### src/rtl/alu_exec_sequencer.sv
`default_nettype none
// ============================================================================
//  Module      : alu_exec_sequencer (plus package alu_enums_pkg)
//  Description : Single-issue controller that steps alu_stage through one
//                RV32I instruction at a time. An instruction is accepted over
//                a valid/ready handshake and decoded. Legal instructions
//                (ADDI only) then pass through ISSUE -> WAIT -> WRITEBACK.
//                Illegal ones raise a one-cycle trap. An ALU that never
//                answers parks the block in a sticky ERROR state.
//
//  Ports       : clk, reset_n                 clock / async active-low reset
//                instr_valid/_data/_ready     instruction handshake
//                rf_rd0_addr, rf_rd1_addr     regfile read addresses
//                alu_immediate,
//                alu_input_a_is_immediate,
//                alu_op                       controls to alu_stage
//                alu_result_ready, alu_result response from alu_stage
//                rf_wr_en/_addr/_data         regfile write port
//                illegal_instr                one-cycle trap pulse
//                timeout_error                sticky ALU-timeout flag
//                busy                         high in every state but IDLE
//                retired_count                retired-instruction counter
//
//  Revision    : 1.0  initial release
// ============================================================================

package alu_enums_pkg;
    // ALU command encoding shared with alu_stage. ALU_NONE is the all-zero
    // code, so a reset or idle controller presents an inert command.
    typedef enum logic [3:0] {
        ALU_NONE = 4'd0,
        ALU_ADD  = 4'd1,
        ALU_SUB  = 4'd2,
        ALU_AND  = 4'd3,
        ALU_OR   = 4'd4,
        ALU_XOR  = 4'd5,
        ALU_SLL  = 4'd6,
        ALU_SRL  = 4'd7,
        ALU_SRA  = 4'd8,
        ALU_SLT  = 4'd9,
        ALU_SLTU = 4'd10
    } alu_command_t;
endpackage

module alu_exec_sequencer
    import alu_enums_pkg::*;
#(
    parameter int TIMEOUT_CYCLES = 4,   // 1..255
    parameter int CNT_W          = 32
) (
    input  logic             clk,
    input  logic             reset_n,
    input  logic             instr_valid,
    input  logic [31:0]      instr_data,
    output logic             instr_ready,
    output logic [4:0]       rf_rd0_addr,
    output logic [4:0]       rf_rd1_addr,
    output logic [11:0]      alu_immediate,
    output logic             alu_input_a_is_immediate,
    output alu_command_t     alu_op,
    input  logic             alu_result_ready,
    input  logic [31:0]      alu_result,
    output logic             rf_wr_en,
    output logic [4:0]       rf_wr_addr,
    output logic [31:0]      rf_wr_data,
    output logic             illegal_instr,
    output logic             timeout_error,
    output logic             busy,
    output logic [CNT_W-1:0] retired_count
);

    // ------------------------------------------------------------------
    // State encoding
    // ------------------------------------------------------------------
    localparam logic [2:0] c_ST_IDLE      = 3'd0;
    localparam logic [2:0] c_ST_DECODE    = 3'd1;
    localparam logic [2:0] c_ST_ISSUE     = 3'd2;
    localparam logic [2:0] c_ST_WAIT      = 3'd3;
    localparam logic [2:0] c_ST_WRITEBACK = 3'd4;
    localparam logic [2:0] c_ST_TRAP      = 3'd5;
    localparam logic [2:0] c_ST_ERROR     = 3'd6;

    localparam logic [6:0] c_OPC_OP_IMM   = 7'b0010011;
    localparam logic [2:0] c_F3_ADDI      = 3'b000;

    // The WAIT counter holds the number of WAIT cycles already completed.
    // The cycle in which it equals TIMEOUT_CYCLES-1 is the last one allowed.
    localparam logic [7:0]       c_TMO_LAST  = 8'(TIMEOUT_CYCLES - 1);
    localparam logic [7:0]       c_TMO_ONE   = 8'd1;
    localparam logic [CNT_W-1:0] c_CNT_ONE   = CNT_W'(1);

    // ------------------------------------------------------------------
    // Registers
    // ------------------------------------------------------------------
    logic [2:0]       r_state;
    logic [31:0]      r_instr;     // instruction latched at accept
    logic [31:0]      r_result;    // ALU result captured in WAIT
    logic [7:0]       r_tmo_cnt;
    logic [CNT_W-1:0] r_retired;
    // Holds instr_ready low while reset is asserted. instr_ready can
    // therefore read 0 along with every other output during reset, even
    // though the state register already reads IDLE.
    logic             r_live;

    // ------------------------------------------------------------------
    // Combinational wires
    // ------------------------------------------------------------------
    logic [2:0]  w_next_state;
    logic        w_accept;
    logic        w_legal;
    logic        w_tmo_hit;
    logic [6:0]  w_opcode;
    logic [4:0]  w_rd;
    logic [2:0]  w_funct3;
    logic [4:0]  w_rs1;
    logic [11:0] w_imm;

    // Field extraction is always taken from the latched word. Changes on
    // instr_data while busy therefore have no effect.
    assign w_opcode = r_instr[6:0];
    assign w_rd     = r_instr[11:7];
    assign w_funct3 = r_instr[14:12];
    assign w_rs1    = r_instr[19:15];
    assign w_imm    = r_instr[31:20];

    assign w_legal   = (w_opcode == c_OPC_OP_IMM) && (w_funct3 == c_F3_ADDI);
    assign w_accept  = instr_valid && r_live && (r_state == c_ST_IDLE);
    assign w_tmo_hit = (r_tmo_cnt == c_TMO_LAST);

    // ------------------------------------------------------------------
    // FSM: state register
    // ------------------------------------------------------------------
    always_ff @(posedge clk or negedge reset_n) begin
        if (!reset_n) begin
            r_state <= c_ST_IDLE;
        end else begin
            r_state <= w_next_state;
        end
    end

    // ------------------------------------------------------------------
    // FSM: next-state logic
    // ------------------------------------------------------------------
    always_comb begin
        w_next_state = r_state;
        case (r_state)
            c_ST_IDLE: begin
                if (w_accept) begin
                    w_next_state = c_ST_DECODE;
                end
            end
            c_ST_DECODE: begin
                w_next_state = w_legal ? c_ST_ISSUE : c_ST_TRAP;
            end
            c_ST_ISSUE: begin
                w_next_state = c_ST_WAIT;
            end
            c_ST_WAIT: begin
                // A response in the final allowed cycle still wins over
                // the timeout.
                if (alu_result_ready) begin
                    w_next_state = c_ST_WRITEBACK;
                end else if (w_tmo_hit) begin
                    w_next_state = c_ST_ERROR;
                end
            end
            c_ST_WRITEBACK: begin
                w_next_state = c_ST_IDLE;
            end
            c_ST_TRAP: begin
                w_next_state = c_ST_IDLE;
            end
            c_ST_ERROR: begin
                w_next_state = c_ST_ERROR;
            end
            default: begin
                w_next_state = c_ST_IDLE;
            end
        endcase
    end

    // ------------------------------------------------------------------
    // FSM: outputs (Moore, decoded from state and latched fields)
    // ------------------------------------------------------------------
    always_comb begin
        instr_ready              = 1'b0;
        rf_rd0_addr              = 5'd0;
        rf_rd1_addr              = 5'd0;
        alu_immediate            = 12'd0;
        alu_input_a_is_immediate = 1'b0;
        alu_op                   = ALU_NONE;
        rf_wr_en                 = 1'b0;
        rf_wr_addr               = 5'd0;
        rf_wr_data               = 32'd0;
        illegal_instr            = 1'b0;
        timeout_error            = 1'b0;
        busy                     = (r_state != c_ST_IDLE);
        case (r_state)
            c_ST_IDLE: begin
                instr_ready = r_live;
            end
            c_ST_DECODE: begin
                rf_rd1_addr = w_rs1;
            end
            c_ST_ISSUE: begin
                rf_rd1_addr              = w_rs1;
                alu_immediate            = w_imm;
                alu_input_a_is_immediate = 1'b1;
                alu_op                   = ALU_ADD;
            end
            c_ST_WAIT: begin
                // Keep the read address stable while alu_stage works.
                rf_rd1_addr = w_rs1;
            end
            c_ST_WRITEBACK: begin
                // x0 is hardwired to zero, so writes to it are dropped.
                rf_wr_en   = (w_rd != 5'd0);
                rf_wr_addr = w_rd;
                rf_wr_data = r_result;
            end
            c_ST_TRAP: begin
                illegal_instr = 1'b1;
            end
            c_ST_ERROR: begin
                timeout_error = 1'b1;
            end
            default: begin
                busy = 1'b1;
            end
        endcase
    end

    assign retired_count = r_retired;

    // ------------------------------------------------------------------
    // Datapath registers
    // ------------------------------------------------------------------
    always_ff @(posedge clk or negedge reset_n) begin
        if (!reset_n) begin
            r_live    <= 1'b0;
            r_instr   <= 32'd0;
            r_result  <= 32'd0;
            r_tmo_cnt <= 8'd0;
            r_retired <= '0;
        end else begin
            r_live <= 1'b1;
            if (w_accept) begin
                r_instr <= instr_data;
            end
            case (r_state)
                c_ST_ISSUE: begin
                    r_tmo_cnt <= 8'd0;
                end
                c_ST_WAIT: begin
                    r_tmo_cnt <= r_tmo_cnt + c_TMO_ONE;
                    if (alu_result_ready) begin
                        r_result <= alu_result;
                    end
                end
                c_ST_WRITEBACK: begin
                    r_retired <= r_retired + c_CNT_ONE;
                end
                default: begin
                end
            endcase
        end
    end

endmodule
`default_nettype wire

### config.mk
export PLATFORM = sky130hd
export DESIGN_NAME = alu_exec_sequencer
export DESIGN_NICKNAME = d
export VERILOG_FILES = /design/src/rtl/alu_exec_sequencer.sv
export SDC_FILE = /design/constraint.sdc
export NUM_CORES = 1
export LEC_CHECK = 0
export ABC_CLOCK_PERIOD_IN_PS = 4900
export CAP_MARGIN = 20
export CORE_MARGIN = 5
export CORE_UTILIZATION = 49
export DETAILED_ROUTE_END_ITERATION = 12
export PLACE_DENSITY = 0.85
export REMOVE_ABC_BUFFERS = 1
export SYNTH_ARGS = -nofsm -noshare
export SYNTH_HDL_FRONTEND = slang
export SYNTH_SLANG_ARGS = --single-unit
### constraint.sdc
create_clock -name clk -period 4.9 [get_ports clk]
set_input_delay 1.225 -clock clk [delete_from_list [all_inputs] [get_ports clk]]
set_output_delay 1.225 -clock clk [all_outputs]
set_load 0.01 [all_outputs]
==> impl_metrics.env <==
export IMPL_critical_path_max_stage_delay_ns=0.76
export IMPL_gp_congestion=0.790
export IMPL_hp_class="register to register"
export IMPL_end_kind="output port"
export IMPL_slew_headroom_pct=40.6
export IMPL_synth_top_area_share_pct=54.2
export IMPL_grt_pass1_vias=3807
export IMPL_synth_ff_type="dfrtp_1"
export IMPL_yosysWarningCount=0
export IMPL_start_util_pct=50.6
export IMPL_rsz0062_at_grt="no"
export IMPL_worst_path_buf_inv=1
export IMPL_clk_latency_ns=0.37
export IMPL_num_vias=3749
export IMPL_cts_resized=0
export IMPL_ir_drop_v=0.000241
export IMPL_status="finished clean"
export IMPL_holdBufCountCts=0
export IMPL_rrSetupSlack_ns=2.59
export IMPL_die_area_sq_mm=0.0123
export IMPL_cts_setup_buffers=0
export IMPL_fill_cells=736
export IMPL_worst_setup_path_type="register to output port"
export IMPL_fin_crit_sh_pct=75.7
export IMPL_synth_edf_count=0
export IMPL_root_buffer="clkbuf_8"
export IMPL_reg2reg_depth=5
export IMPL_setup_tns_ns=0
export IMPL_ant_nets=0
export IMPL_io_pin_count=169
export IMPL_routedWlPerCell_um=16.4
export IMPL_fin_area_sq_mm=0.00686
export IMPL_h_tree_depth=3
export IMPL_cts_path_max_buffers=2
export IMPL_crit_required_ns=3.67
export IMPL_regToRegEndpoint="r_instr[27]"
export IMPL_io_buffers=160
export IMPL_finalHoldViolCount=0
export IMPL_cp_start_kind="register"
export IMPL_clk_pin_slew_worst_paths_ns=0.11
export IMPL_r2r_start="r_state[2]"
export IMPL_netlist_instances=425
export IMPL_slowest_stage="nor2b_1"
export IMPL_grt_use_total_pct=19.1
export IMPL_drive_above_1_share_pct=14.3
export IMPL_cts_sinks=108
export IMPL_multi_input_area_sq_mm=0.00210
export IMPL_p_leak_nw=3.15
export IMPL_area_growth_pct=37.5
export IMPL_maxSlewViolCount=0
export IMPL_yosysMostFrequentCell="dfrtp_1"
export IMPL_globalRouteOverflowTotal=0
export IMPL_setup_violations=0
export IMPL_netlist_area_sq_mm=0.00499
export IMPL_grt_antenna_before_repair=0
export IMPL_ys_ff_latch=108
export IMPL_ys_top_cells_by_count="108 x dfrtp_1, 55 x mux2_2, 54 x and3_1, 30 x xnor2_1, 24 x nand2_1"
export IMPL_cp_top_family="simple AND/OR/NAND/NOR gates"
export IMPL_holdPathStages=1
export IMPL_grt_max_degree=85
export IMPL_finalNonFillerCells=713
export IMPL_numCtsBuffers=9
export IMPL_drc_errors=0
export IMPL_cp_arrival_ns=2.48
export IMPL_fin_nets=645
export IMPL_drt_iter0_drc=202
export IMPL_core_sq_mm=0.00986
export IMPL_crit_chain="nor2b_1 -> and3_1 -> clkdlybuf4s50_1"
export IMPL_antenna_cells=0
export IMPL_fmax_mhz=270
export IMPL_synth_area_top_cells="dfrtp_1 54%, mux2_2 12%, and3_1 6.8%"
export IMPL_cts_tree="built"
export IMPL_fin_ws_ns=1.19
export IMPL_vias_per_cell=5.26
export IMPL_register_area_sq_mm=0.00270
export IMPL_seq_area_frac_synth_pct=54.2
export IMPL_dpl_cell_count=696
export IMPL_chipWidth_um=111
export IMPL_dp_hpwl_um=8620
export IMPL_dr_pass1_iters=4
export IMPL_row_count=36
export IMPL_skew_ns=0.0143
export IMPL_hold_end="retired_count[31]"
export IMPL_min_period_ns=3.71
export IMPL_grt_pass1_wl_um=19200
export IMPL_power_density_mw_per_mm2=348
export IMPL_synth_top_area_cell="dfrtp_1"
export IMPL_async_flop_share_pct=100
export IMPL_ys_types=38
export IMPL_tightest_slew_ns=0.890
export IMPL_die_h_um=111
export IMPL_place_area_sq_mm=0.00663
export IMPL_min_from="retired_count[31]"
export IMPL_drv_cap=0
export IMPL_drt_total_wl_um=11700
export IMPL_syn_avg_cell_area_sq_um=11.7
export IMPL_critPathMaxFanout=16
export IMPL_dp_worst_setup_slack_ns=1.64
layout make-up:
type / instances / share of cell area [%]
flip-flops and latches: 108 / 39.4
multi-input cells: 283 / 30.6
repair buffers: 166 / 24.1
well taps: 133 / 2.43
clock buffers: 9 / 1.81
clock inverters: 7 / 1.22
inverters: 7 / 0.383
cell usage in the layout (no fill, tap or decap), drive strengths merged, types with 10 or more instances in the layout:
| cell | n |
|---|---|
| clkdlybuf4s50 | 159 |
| nand3 | 19 |
| xnor2 | 30 |
| and3 | 54 |
| dfrtp | 108 |
| nand4 | 14 |
| mux2 | 64 |
| nor2 | 16 |
| nand2 | 24 |
| inv | 10 |
registers in the layout (all words and copies together), names as in the netlist:
name           flops
retired_count     32
r_result          32
r_state            3
r_live             1
r_instr           32
r_tmo_cnt          8
layer usage:
metal	GRT usage (%)	routed length, um	part of all wire (%)	up-vias
met5	0	0	0	-
met4	7.64	258	2.2	0
met3	4.37	840	7.2	19
met2	31.4	5690	49	146
met1	24.5	4920	42	1826
li1	-	-	-	1758
logic make-up after synthesis:
family,after synthesis,share of synthesized area (%)
AO/OA/AOI/OAI,14,1.71
flip-flops,108,54.2
other,2,0.151
multiplexers,66,14.8
buffers and inverters,41,4.36
XOR/XNOR,33,5.79
adder cells (fa/ha/maj),2,0.501
AND/OR/NAND/NOR,159,18.5
per-stage QoR:
step	utilization [%]	power (mW)	hold WS, ns
finish	69.5	2.39	0.494
global route	69.5	2.53	0.516
CTS	69.3	2.42	0.493
detailed placement	67.2	1.86	0.464
global placement	67.2	1.82	0.466
floorplan	-	1.52	0.456
power by group:
group | internal [mW] | switching, mW | leakage (nW)
Clock | 0.246 | 0.316 | 0.102
Sequential | 1.07 | 0.128 | 1.43
Combinational | 0.346 | 0.285 | 1.62
Total | 1.66 | 0.729 | 3.15
worst max path at each step:
stage / start / to / slack (ns) / depth (start not counted)
after floorplan: instr_valid / r_instr[0] / 1.71 / 3
after global placement: r_state[2] / alu_op[0] / 1.77 / 4
after detailed placement: r_state[1] / alu_immediate[9] / 1.64 / 3
after CTS: r_state[1] / alu_immediate[9] / 1.22 / 3
after global routing: r_state[1] / alu_immediate[9] / 1.06 / 3
final: r_state[1] / alu_immediate[9] / 1.19 / 3
No activity file was read; power rests on OpenSTA's default activity.
